==> config.mk <==
export PLATFORM = sky130hd
export DESIGN_NAME = sequence_generator_moore
export DESIGN_NICKNAME = d
export VERILOG_FILES = /design/src/rtl/seq_gen_pkg.sv /design/src/rtl/pattern_shifter.sv /design/src/rtl/sequence_generator_moore.sv
export SDC_FILE = /design/constraint.sdc
export NUM_CORES = 1
export LEC_CHECK = 0
export CAP_MARGIN = 20
export CORE_MARGIN = 8
export CORE_UTILIZATION = 38
export DETAILED_ROUTE_END_ITERATION = 10
export HOLD_SLACK_MARGIN = 0.08
export PLACE_DENSITY = 0.58
export SETUP_SLACK_MARGIN = 0.2
export SYNTH_ARGS = -nofsm -noshare
export SYNTH_HDL_FRONTEND = slang
export SYNTH_SLANG_ARGS = --single-unit
==> constraint.sdc <==
create_clock -name clk -period 6.6 [get_ports clk]
set_clock_uncertainty 0.05 [all_clocks]
set_input_delay 1.32 -clock clk [delete_from_list [all_inputs] [get_ports clk]]
set_output_delay 1.32 -clock clk [all_outputs]
set_load 0.02 [all_outputs]
==> src/rtl/seq_gen_pkg.sv <==
// Shared types and helpers for the serial pattern transmitter.
package seq_gen_pkg;

   typedef enum logic [1:0] {
      IDLE  = 2'd0,
      SHIFT = 2'd1,
      GAP   = 2'd2,
      DONE  = 2'd3
   } state_t;

   localparam logic [3:0] DEFAULT_PATTERN = 4'b1010;

   function automatic int unsigned clog2(input int unsigned value);
      int unsigned res;
      res = 0;
      while ((32'd1 << res) < value) res = res + 1;
      return res;
   endfunction

endpackage

==> src/rtl/pattern_shifter.sv <==
// Pattern register rotated MSB-first plus bit index; rotation restores the pattern after each copy.
module pattern_shifter
   import seq_gen_pkg::*;
#(
   parameter int unsigned PAT_WIDTH = 4
) (
   input  logic                 clk,
   input  logic                 reset,
   input  logic                 load,
   input  logic                 shift,
   input  logic [PAT_WIDTH-1:0] pattern_in,
   output logic                 bit_out,
   output logic                 next_bit,
   output logic                 last_bit
);

   localparam int unsigned IDX_W = clog2(PAT_WIDTH);

   logic [PAT_WIDTH-1:0] pattern;
   logic [IDX_W-1:0]     idx;

   always_ff @(posedge clk or posedge reset) begin
      if (reset) begin
         pattern <= PAT_WIDTH'(DEFAULT_PATTERN);
         idx     <= IDX_W'(PAT_WIDTH - 1);
      end else if (load) begin
         pattern <= pattern_in;
         idx     <= IDX_W'(PAT_WIDTH - 1);
      end else if (shift) begin
         pattern <= {pattern[PAT_WIDTH-2:0], pattern[PAT_WIDTH-1]};
         idx     <= (idx == '0) ? IDX_W'(PAT_WIDTH - 1) : idx - IDX_W'(1);
      end
   end

   // Current bit is the MSB; the bit presented after the next rotation sits just below it.
   assign bit_out  = pattern[PAT_WIDTH-1];
   assign next_bit = pattern[PAT_WIDTH-2];
   assign last_bit = (idx == '0);

endmodule

==> src/rtl/sequence_generator_moore.sv <==
// Serial pattern transmitter: sends a latched pattern MSB-first, repeated with idle gaps.
module sequence_generator_moore
   import seq_gen_pkg::*;
#(
   parameter int unsigned PAT_WIDTH  = 4,
   parameter int unsigned GAP_CYCLES = 2,
   parameter int unsigned RPT_W      = 8
) (
   input  logic                 clk,
   input  logic                 reset,
   input  logic                 start,
   input  logic [PAT_WIDTH-1:0] pattern_in,
   input  logic [RPT_W-1:0]     repeat_count,
   input  logic                 abort,
   output logic                 data_out,
   output logic                 data_valid,
   output logic                 busy,
   output logic                 done,
   output logic [RPT_W-1:0]     sent_count
);

   localparam int unsigned CMP_W = RPT_W + 1;

   state_t           state;
   logic [RPT_W-1:0] rpt;
   logic             load;
   logic             shift;
   logic             bit_out;
   logic             next_bit;
   logic             last_bit;
   logic             gap_zero;
   logic             final_copy;

   assign load       = (state == IDLE) && start && !abort;
   assign shift      = (state == SHIFT) && !abort;
   assign final_copy = ({1'b0, sent_count} + CMP_W'(1)) == {1'b0, rpt};

   pattern_shifter #(
      .PAT_WIDTH (PAT_WIDTH)
   ) u_shifter (
      .clk        (clk),
      .reset      (reset),
      .load       (load),
      .shift      (shift),
      .pattern_in (pattern_in),
      .bit_out    (bit_out),
      .next_bit   (next_bit),
      .last_bit   (last_bit)
   );

   // Idle-bit counter between copies; loaded on every last bit, only consumed in GAP.
   generate
      if (GAP_CYCLES > 0) begin : g_gap
         localparam int unsigned GAP_W = clog2(GAP_CYCLES + 1);
         logic [GAP_W-1:0] gap_cnt;

         always_ff @(posedge clk or posedge reset) begin
            if (reset) begin
               gap_cnt <= '0;
            end else if (shift && last_bit) begin
               gap_cnt <= GAP_W'(GAP_CYCLES - 1);
            end else if ((state == GAP) && (gap_cnt != '0)) begin
               gap_cnt <= gap_cnt - GAP_W'(1);
            end
         end

         assign gap_zero = (gap_cnt == '0);
      end else begin : g_no_gap
         assign gap_zero = 1'b1;
      end
   endgenerate

   always_ff @(posedge clk or posedge reset) begin
      if (reset) begin
         state      <= IDLE;
         rpt        <= '0;
         data_out   <= 1'b0;
         data_valid <= 1'b0;
         busy       <= 1'b0;
         done       <= 1'b0;
         sent_count <= '0;
      end else if (abort) begin
         state      <= IDLE;
         data_out   <= 1'b0;
         data_valid <= 1'b0;
         busy       <= 1'b0;
         done       <= 1'b0;
      end else begin
         case (state)
            IDLE: begin
               if (start) begin
                  rpt        <= repeat_count;
                  sent_count <= '0;
                  busy       <= 1'b1;
                  if (repeat_count != '0) begin
                     state      <= SHIFT;
                     data_valid <= 1'b1;
                     data_out   <= pattern_in[PAT_WIDTH-1];
                  end else begin
                     state <= DONE;
                     done  <= 1'b1;
                  end
               end
            end
            SHIFT: begin
               if (last_bit) begin
                  if (sent_count != '1) sent_count <= sent_count + RPT_W'(1);
                  if (final_copy) begin
                     state      <= DONE;
                     done       <= 1'b1;
                     data_valid <= 1'b0;
                     data_out   <= 1'b0;
                  end else if (GAP_CYCLES > 0) begin
                     state      <= GAP;
                     data_valid <= 1'b0;
                     data_out   <= 1'b0;
                  end else begin
                     data_out <= next_bit;
                  end
               end else begin
                  data_out <= next_bit;
               end
            end
            GAP: begin
               // Pattern register has rotated back to its original order here.
               if (gap_zero) begin
                  state      <= SHIFT;
                  data_valid <= 1'b1;
                  data_out   <= bit_out;
               end
            end
            DONE: begin
               state <= IDLE;
               done  <= 1'b0;
               busy  <= 1'b0;
            end
            default: state <= IDLE;
         endcase
      end
   end

endmodule

==> run metrics, run 1 <==
Syn Area/Cell between 9 and 10 sq um; CTS Buffer Depth 2; leakage 0.951 nW; hold_ws 0.471 ns; vias in the first global route 1510; outcome finished clean; IO Pins 28; clk_lat worst skew 0.28 ns; Routed WL about 4200 um; vias 1440; Critical Path Source Type input port; H-Tree Depth 2; #FFs+latches synth 30; synthesized instance count 185; largest net degree at the start of global routing 31; Placer Congestion 0.821; CP Max Fanout 4; Initial Util between 30 and 40%; I/O Buffers 27; fraction of layout cells with a size suffix above 1 14.8%; # rows 25; endpoint type of the worst setup path flip-flop; Pins Over Slew Limit 0; commonest register cell after synthesis dfrtp_1; antenna violations before repair 0; final core utilization 47.6%; critical path's largest stage delay between 0.5 and 0.6 ns; WS Path Type input port to flip-flop; DRC 0; synth unique cells 48; area grow syn2layout 23.3%; diodes inserted 0; max-cap violations 0; clk root buf clkbuf_8; Die Wd 84.8 um; DR iter-0 viols 67; Hold Path Class flip-flop to flip-flop; fin worst setup slack 3.50 ns; first-pass GRT wire length 7240 um; Slew @ Worst Pin 0.637 ns; CTS tree done; Max rail drop VDD 0.000166 V; number of synthesized flops with an enable pin 0; total negative slack 0 ns; CTS resizes 0; Critical Path Slowest Stage Cell or4_4; gr usage total between 10% and 20%; Seq/Total Area, Yosys about two fifths; syn nets 209; First-pass DRT Iterations 4; crit path DAT about 3.2 ns; Fmax between 0.3 and 0.4 GHz; final setup vio count 0; worst path required time 6.71 ns; drt wl/cell roughly 15 um; pre-CTS setup slack between 3 and 4 ns; antenna-violating nets left 0; die area between 7000 and 8000 sq um; Reg clk slew, reported paths 0.06 ns; Hold-fix buffers, CTS 0; pwr/cell area slightly above 400 nW/um^2; Slew HR 57.2%; Final Cycle Share 47.0%; Core Area approximately 4700 sq um; grt total ovfl 0; post-DP HPWL 3110 um; Synth Warn # 0; Fin. Hold Viols 0; final net count 239; CP cell instances clkdlybuf4s50_1, or4_4, nor2_4, nand2_2, a211oi_2, o211ai_1, mux2_4; fin crit period 3.10 ns; CTS Sinks 30; Vias/cell 5.33; unrepaired setup endpoints after global routing no; ys async rst share 100%; die outline height 84.8 um; setup bufs post-CTS 0; Mapped Area 1800 sq um; cts bufs inserted 5
[placed cells by master (no fill, tap or decap), types with 2 or more instances in the layout]
cell type        instances
nor3_1                   3
xor2_1                   4
dfrtp_1                 26
nand2b_1                 3
and2_1                   2
o21ai_1                  7
nand3_1                  2
dfstp_2                  4
o31ai_1                  3
inv_1                   10
buf_4                    2
o21ai_0                 11
nand2_1                 17
ha_1                     8
mux2i_1                  7
clkdlybuf4s50_1         27
nor2b_1                  2
a21oi_1                  7
o211ai_1                 2
or4_4                    2
clkbuf_8                 6
nor2_1                  18
mux2_2                   8
xnor2_1                  8
[through the flow]
step                      instances  power [mW]  instance area, sq um
after floorplan                 185       0.629                  1800
after global placement          261       0.729                  2120
after detailed placement        261       0.747                  2120
after CTS                       269       0.907                  2210
after global routing            270       0.976                  2220
final                           270       0.897                  2220
[per-layer routing]
layer / routed length, um / global-route usage (%) / part of all wire, % / vias to the layer above
li1: - / - / - / 710
met1: 1860 / 15.0 / 45 / 684
met2: 2030 / 20.7 / 49 / 38
met3: 165 / 2.99 / 4.0 / 8
met4: 97 / 7.12 / 2.3 / 0
met5: 0 / 0 / 0 / -
[registers in the layout (all words and copies together) (netlist names), 2 cells and up]
signal / cells
u_shifter.pattern: 4
rpt: 8
g_gap.gap_cnt: 2
sent_count: 8
u_shifter.idx: 2
state: 2
[report_power, final]
group / switching (mW) / internal [mW]
combinational: 0.225 / 0.198
sequential: 0.0615 / 0.261
clock: 0.0679 / 0.0840
total: 0.354 / 0.543
[synthesized netlist by cell type (all sizes together) (3+ instances only)]
library cell | instances | share of area [%]
xnor2 | 8 | 3.9
ha | 8 | 5.6
o21ai | 18 | 5.0
dfrtp | 26 | 36
inv | 10 | 2.1
nand2b | 3 | 1.0
nand2 | 18 | 3.9
nor2 | 19 | 4.4
xor2 | 4 | 1.9
clkbuf | 4 | 0.83
a21oi | 7 | 1.9
dfstp | 4 | 5.8
mux2i | 7 | 3.9
nand3 | 3 | 1.1
o31ai | 3 | 1.3
mux2 | 9 | 5.8
nor3 | 3 | 0.83
[kinds of logic (layout without fill, tap and decap cells)]
logic type	count (synthesis)	count (layout)	share of synthesized area, %
and+or+nand+nor	61	61	18.0
AOI/OAI and AO/OA	42	42	15.4
DFF	30	30	42.0
muxes	16	16	9.73
buffers and inverters	16	47	3.47
xor gates and xnor gates	12	12	5.84
adders and majority gates	8	8	5.56
[area by class of cell]
cell class                 count  area (sq um)
tap                           54          67.6
clock buffer                   7          86.3
fill                         430          2440
sequential                    30           756
inverter                      10          37.5
clock inverter                 1          5.00
timing repair buffer          29           285
multi-input combinational    139           982
[worst paths after layout]
kind                                       from          endpoint  slack, ns  cells past startpoint
worst max-delay path            repeat_count[5]              done       3.50                      7
worst max register to register         state[1]     sent_count[4]       4.08                      6
max in group asynchronous                 reset  u_shifter.idx[1]       4.81                      3
worst min-delay path                       busy              busy       0.47                      2
worst min register to register             busy              busy       0.47                      2
min in group asynchronous                 reset     sent_count[0]       1.37                      3
[critical path: cells and delay by family]
family	cells	cell delay [ns]
buf+inv	1	0.43
simple gates	3	0.81
mux	1	0.32
compound gates	2	0.34
(Power assumes the default switching activity.)
==> run 2, diff against run 1 <==
--- a/config.mk
+++ b/config.mk
@@ -10,7 +10,7 @@
 export CORE_UTILIZATION = 38
 export DETAILED_ROUTE_END_ITERATION = 10
 export HOLD_SLACK_MARGIN = 0.08
-export PLACE_DENSITY = 0.58
+export PLACE_DENSITY = 0.6
 export SETUP_SLACK_MARGIN = 0.2
 export SYNTH_ARGS = -nofsm -noshare
 export SYNTH_HDL_FRONTEND = slang
==> constraint.sdc (replaced) <==
create_clock -name clk -period 2.82 [get_ports clk]
set_clock_uncertainty 0.05 [all_clocks]
set_input_delay 0.564 -clock clk [delete_from_list [all_inputs] [get_ports clk]]
set_output_delay 0.564 -clock clk [all_outputs]
set_load 0.02 [all_outputs]
==> run 2 against run 1 <==
Effect of this change: first-iteration DRC count is 25% higher; via count down 0.42%; sequential power up 130%; non-clock buffer count increased by 4.
==> run metrics, run 2 (synthesis gave the netlist of run 1 again) <==
hold-critical path depth 2 (unchanged); # rows 25 (unchanged); Hold-fix buffers, CTS 0 (unchanged); CP cell instances clkdlybuf4s50_1, or4_4, nor2_4, nand2_2, a211oi_2, o211ai_1, mux2_4; first-pass GRT wire length 6960 um (-3.8%); CTS tree done; Reg-to-Reg Start sent_count[0]; Reg clk slew, reported paths 0.06 ns (about the same); fin crit period 2.32 ns; final net count 243 (+1.7%); Worst Setup SP repeat_count[5]; Fill cells 443 (+3.0%); die area 7200 sq um (unchanged); fin worst setup slack 0.502 ns (-2.99 ns); WS Path Type input port to flip-flop; Slew HR 60.7% (+3.5 points); Fin. Hold Viols 0 (unchanged); Seq pwr share 34.6% (-1.3 points); Initial Util 38.6% (unchanged); Placer Congestion 0.839 (+2.2%); Routed WL 3950 um (-4.8%); CTS Buffer Depth 2 (unchanged); total negative slack 0 ns (unchanged); hold path start data_out; Critical Path Source Type input port; pwr/cell area 953 nW/um^2 (+140%); Slew @ Worst Pin 0.585 ns (-0.0523 ns); clock share of power 18.8% (+1.9 points); Levels on crit path 7 (unchanged); Hold Path Class flip-flop to flip-flop; pre-CTS setup slack 0.204 ns (-2.89 ns); CTS resizes 0 (unchanged); clk_lat worst skew 0.28 ns (about the same); dpl cells 266 (+1.9%); IO Pins 28 (unchanged); NetSw 818 uW (+130%); setup bufs post-CTS 0 (unchanged); Reg area 756 sq um (unchanged); area occupied by multi-input gates 982 sq um (unchanged); Gate power share 46.6% (-0.5 points); endpoint type of the worst setup path flip-flop; area grow syn2layout 26.0%; R2R cell count 7 (+1); worst path buffer plus inverter count 1 (unchanged); vias in the first global route 1472 (-2.5%); placed cell area 2160 sq um (+1.8%); H-Tree Depth 2 (unchanged); antenna-violating nets left 0 (unchanged); commonest non-fill, non-tap cell in the layout clkdlybuf4s50_1; cell internal pwr 1.34 mW (+150%); Total Power 2.16 mW (+140%); Vias/cell 5.23 (-1.9%); post-DP HPWL 2990 um (-3.8%); Finished Layout Cells 274 (+1.5%); Core Area 4660 sq um (unchanged); CP Max Fanout 4 (unchanged); Sw Share 37.9% (-1.6 points); die outline height 84.8 um (unchanged); fraction of layout cells with a size suffix above 1 16.8% (+2.0 points); commonest cells after routing, fill and taps aside 27 x clkdlybuf4s50_1, 26 x dfrtp_1, 18 x nor2_1; outcome finished clean; worst path required time 2.94 ns (-3.77 ns); hold_ws 0.473 ns (+0.00171 ns); DRC 0 (unchanged); Max rail drop VDD 0.000424 V (+150%); Post-Layout Inst Area 2270 sq um (+2.2%); cts bufs inserted 5 (unchanged); CTS Sinks 30 (unchanged); leakage 0.979 nW (+3.0%); clk root buf clkbuf_8; crit path DAT 2.44 ns (-0.78 ns); gr usage total 12.1% (-0.62 points); largest net degree at the start of global routing 31 (unchanged); critical path's largest stage delay 0.55 ns (about the same); max-cap violations 0 (unchanged); final setup vio count 0 (unchanged); unrepaired setup endpoints after global routing no; grt total ovfl 0 (unchanged); Fmax 0.431 GHz; Final Cycle Share 82.2%; antenna violations before repair 0 (unchanged); vias 1434 (-0.42%); Die Wd 84.8 um (unchanged); DR iter-0 viols 84 (+25%); diodes inserted 0 (unchanged); First-pass DRT Iterations 4 (unchanged); Critical Path Slowest Stage Cell or4_4; final core utilization 48.7% (+1.0 points); Pins Over Slew Limit 0 (unchanged); Top Registers rpt: 8 flops, sent_count: 8 flops, u_shifter.pattern: 4 flops; Worst path top cell family by delay simple AND/OR/NAND/NOR gates; drt wl/cell 14.4 um (-6.2%); I/O Buffers 27 (unchanged)
-- run 2: cell type report --
| cell class | instances | area share, % |
|---|---|---|
| sequential | 30 | 33.3 |
| multi-input combinational | 139 | 43.3 |
| tap | 54 | 2.98 |
| clock buffer | 8 | 4.85 |
| inverter | 10 | 1.65 |
| timing repair buffer | 33 | 13.9 |
-- run 2: path summary, 6_finish.rpt --
check / slack [ns] / endpoint
min in group asynchronous: 0.61 / sent_count[1]
max: 0.50 / done
min: 0.47 / data_out
max in group asynchronous: 1.80 / u_shifter.idx[0]
max reg2reg: 0.52 / done
min reg2reg: 0.47 / data_out
-- run 2: power by group through the flow --
stage / clock network, mW / logic [mW] / registers (mW)
after detailed placement: 0 / 1.01 / 0.757
after global routing: 0.438 / 1.12 / 0.772
final: 0.407 / 1.01 / 0.747
after global placement: 0 / 1.01 / 0.755
after floorplan: 0 / 0.714 / 0.759
after CTS: 0.421 / 1.01 / 0.749
-- run 2: worst min-delay path, cell delays in order (launching register included) --
cell     delay (ns)
dfrtp_1        0.34
mux2i_1        0.07
nor2_1         0.08
-- run 2: per-layer routing --
metal	track usage [%]	part of all wire [%]	vias up
li1	-	-	718
met1	15.3	49	672
met3	3.57	4.8	8
met2	18.1	44	36
met4	6.15	2.0	0
met5	0	0	-
==> run 3, diff against run 2 <==
--- a/config.mk
+++ b/config.mk
@@ -10,7 +10,7 @@
 export CORE_UTILIZATION = 38
 export DETAILED_ROUTE_END_ITERATION = 10
 export HOLD_SLACK_MARGIN = 0.08
-export PLACE_DENSITY = 0.6
+export PLACE_DENSITY = 0.58
 export SETUP_SLACK_MARGIN = 0.2
 export SYNTH_ARGS = -nofsm -noshare
 export SYNTH_HDL_FRONTEND = slang
==> constraint.sdc (replaced) <==
create_clock -name clk -period 2.17 [get_ports clk]
set_clock_uncertainty 0.05 [all_clocks]
set_input_delay 0.434 -clock clk [delete_from_list [all_inputs] [get_ports clk]]
set_output_delay 0.434 -clock clk [all_outputs]
set_load 0.02 [all_outputs]
==> run 3 against run 2 <==
Effect of this change: register-to-register slack worse by 0.43 ns; global-route usage is 1.4 points higher; non-clock buffer count is 22 higher; critical path type is now flip-flop to flip-flop; highest routed layer unchanged.
==> run metrics, run 3 (synthesis gave the netlist of run 1 again) <==
Core Area 4660 sq um (unchanged); cts bufs inserted 5 (unchanged); endpoint type of the worst setup path flip-flop; Hold-fix buffers, CTS 0 (unchanged); gr usage total 13.5% (+1.4 points); Fill cells 397 (-10%); H-Tree Depth 2 (unchanged); Top Registers rpt: 8 flops, sent_count: 8 flops, u_shifter.pattern: 4 flops; IO Pins 28 (unchanged); Reg area 762 sq um (+0.83%); Pins Over Slew Limit 0 (unchanged); area occupied by multi-input gates 1040 sq um (+5.9%); DRC 0 (unchanged); First-pass DRT Iterations 4 (unchanged); Initial Util 38.6% (unchanged); final net count 265 (+9.1%); antenna violations before repair 0 (unchanged); commonest non-fill, non-tap cell in the layout buf_4; leakage 1.16 nW (+18%); hold_ws 0.390 ns (-0.0827 ns); Slew @ Worst Pin 0.392 ns (-0.192 ns); diodes inserted 0 (unchanged); die area 7200 sq um (unchanged); fraction of layout cells with a size suffix above 1 28.9% (+12 points); Routed WL 4630 um (+17%); final setup vio count 0 (unchanged); CTS Buffer Depth 2 (unchanged); drt wl/cell 15.6 um (+8.4%); Critical Path Source Type flip-flop; Fmax between 0.4 and 0.5 GHz; area grow syn2layout 39.4%; WS Path Type flip-flop to flip-flop; Vias/cell 5.23 (-0.14%); worst path required time 2.29 ns (-0.65 ns); CP Max Fanout 6 (+2); largest net degree at the start of global routing 31 (unchanged); # rows 25 (unchanged); Reg clk slew, reported paths 0.07 ns (about the same); total negative slack 0 ns (unchanged); first-pass GRT wire length 7690 um (+10%); pre-CTS setup slack -0.259 ns (-0.462 ns); clk_lat worst skew 0.28 ns (about the same); clk root buf clkbuf_8; CTS tree done; Placer Congestion 0.878 (+4.6%); I/O Buffers 27 (unchanged); Die Wd 84.8 um (unchanged); pwr/cell area 1200 nW/um^2 (+26%); crit path DAT 2.20 ns (-0.24 ns); Fin. Hold Viols 0 (unchanged); Max rail drop VDD 0.000432 V (+1.7%); fin crit period between 2 and 2.5 ns; vias in the first global route 1578 (+7.2%); antenna-violating nets left 0 (unchanged); commonest cells after routing, fill and taps aside 22 x buf_4, 21 x dfrtp_1, 21 x clkdlybuf4s50_1; grt total ovfl 0 (unchanged); max-cap violations 0 (unchanged); unrepaired setup endpoints after global routing yes; fin worst setup slack 0.0921 ns (-0.410 ns); Slew HR 73.8% (+13 points); DR iter-0 viols 73 (-13%); Post-Layout Inst Area 2510 sq um (+11%); Hold Path Class input port to flip-flop; CTS Sinks 30 (unchanged); Final Cycle Share 95.8%; post-DP HPWL 3340 um (+12%); die outline height 84.8 um (unchanged); outcome finished clean; placed cell area 2270 sq um (+5.4%); vias 1547 (+7.9%)
-- run 3: cell count changes in the layout (fill, tap and decap cells not counted), sizes merged --
cell and change:
dlymetal6s2s +5, dlygate4sd2 +1, clkdlybuf4s50 -6, buf +22
-- run 3: worst max-delay path, stage by stage (launching register included) --
cell      delay, ns
dfrtp_2        0.42
nand2_1        0.09
or3_4          0.42
xnor2_2        0.16
o41ai_2        0.35
o211ai_1       0.16
mux2_4         0.31
-- run 3: cell type report --
type	instances	area share [%]
Tap cell	54	2.69
Inverter	10	1.50
Sequential cell	30	30.4
Clock buffer	8	3.19
Timing Repair Buffer	55	20.8
Multi-Input combinational cell	139	41.4
-- run 3: timing repair --
action | CTS | global route
pin swaps | 7 | 5
setup endpoints to repair | 8 | 15
buffers inserted | 7 | 4
gates resized for setup | 8 | 13
-- run 3: layer usage --
metal | track usage [%] | up-vias | part of all wire, %
li1 | - | 760 | -
met1 | 16.8 | 743 | 45
met2 | 21.4 | 38 | 48
met3 | 3.47 | 6 | 5.0
met4 | 5.83 | 0 | 1.6
met5 | 0 | - | 0
-- run 3: through the flow --
step / instances / util (%) / power, mW
after detailed placement: 277 / 48.8 / 2.40
after floorplan: 185 / - / 1.94
after global placement: 277 / 48.8 / 2.37
after CTS: 292 / 52.3 / 2.94
final: 296 / 53.9 / 3.01
after global routing: 296 / 53.9 / 3.24
-- run 3: report_power, final --
part / total (mW) / internal, mW / switching [mW] / leakage, nW
Sequential: 0.968 / 0.796 / 0.172 / 0.365
Clock: 0.438 / 0.228 / 0.210 / 0.0395
Combinational: 1.60 / 0.808 / 0.794 / 0.753
-- run 3: final timing paths --
check	to	slack, ns	depth (start not counted)	start
min	rpt[7]	0.39	2	repeat_count[7]
max in group asynchronous	u_shifter.idx[0]	1.26	3	reset
max reg2reg	done	0.09	6	sent_count[4]
min in group asynchronous	sent_count[0]	0.47	3	reset
max	done	0.09	6	sent_count[4]
min reg2reg	busy	0.48	2	busy
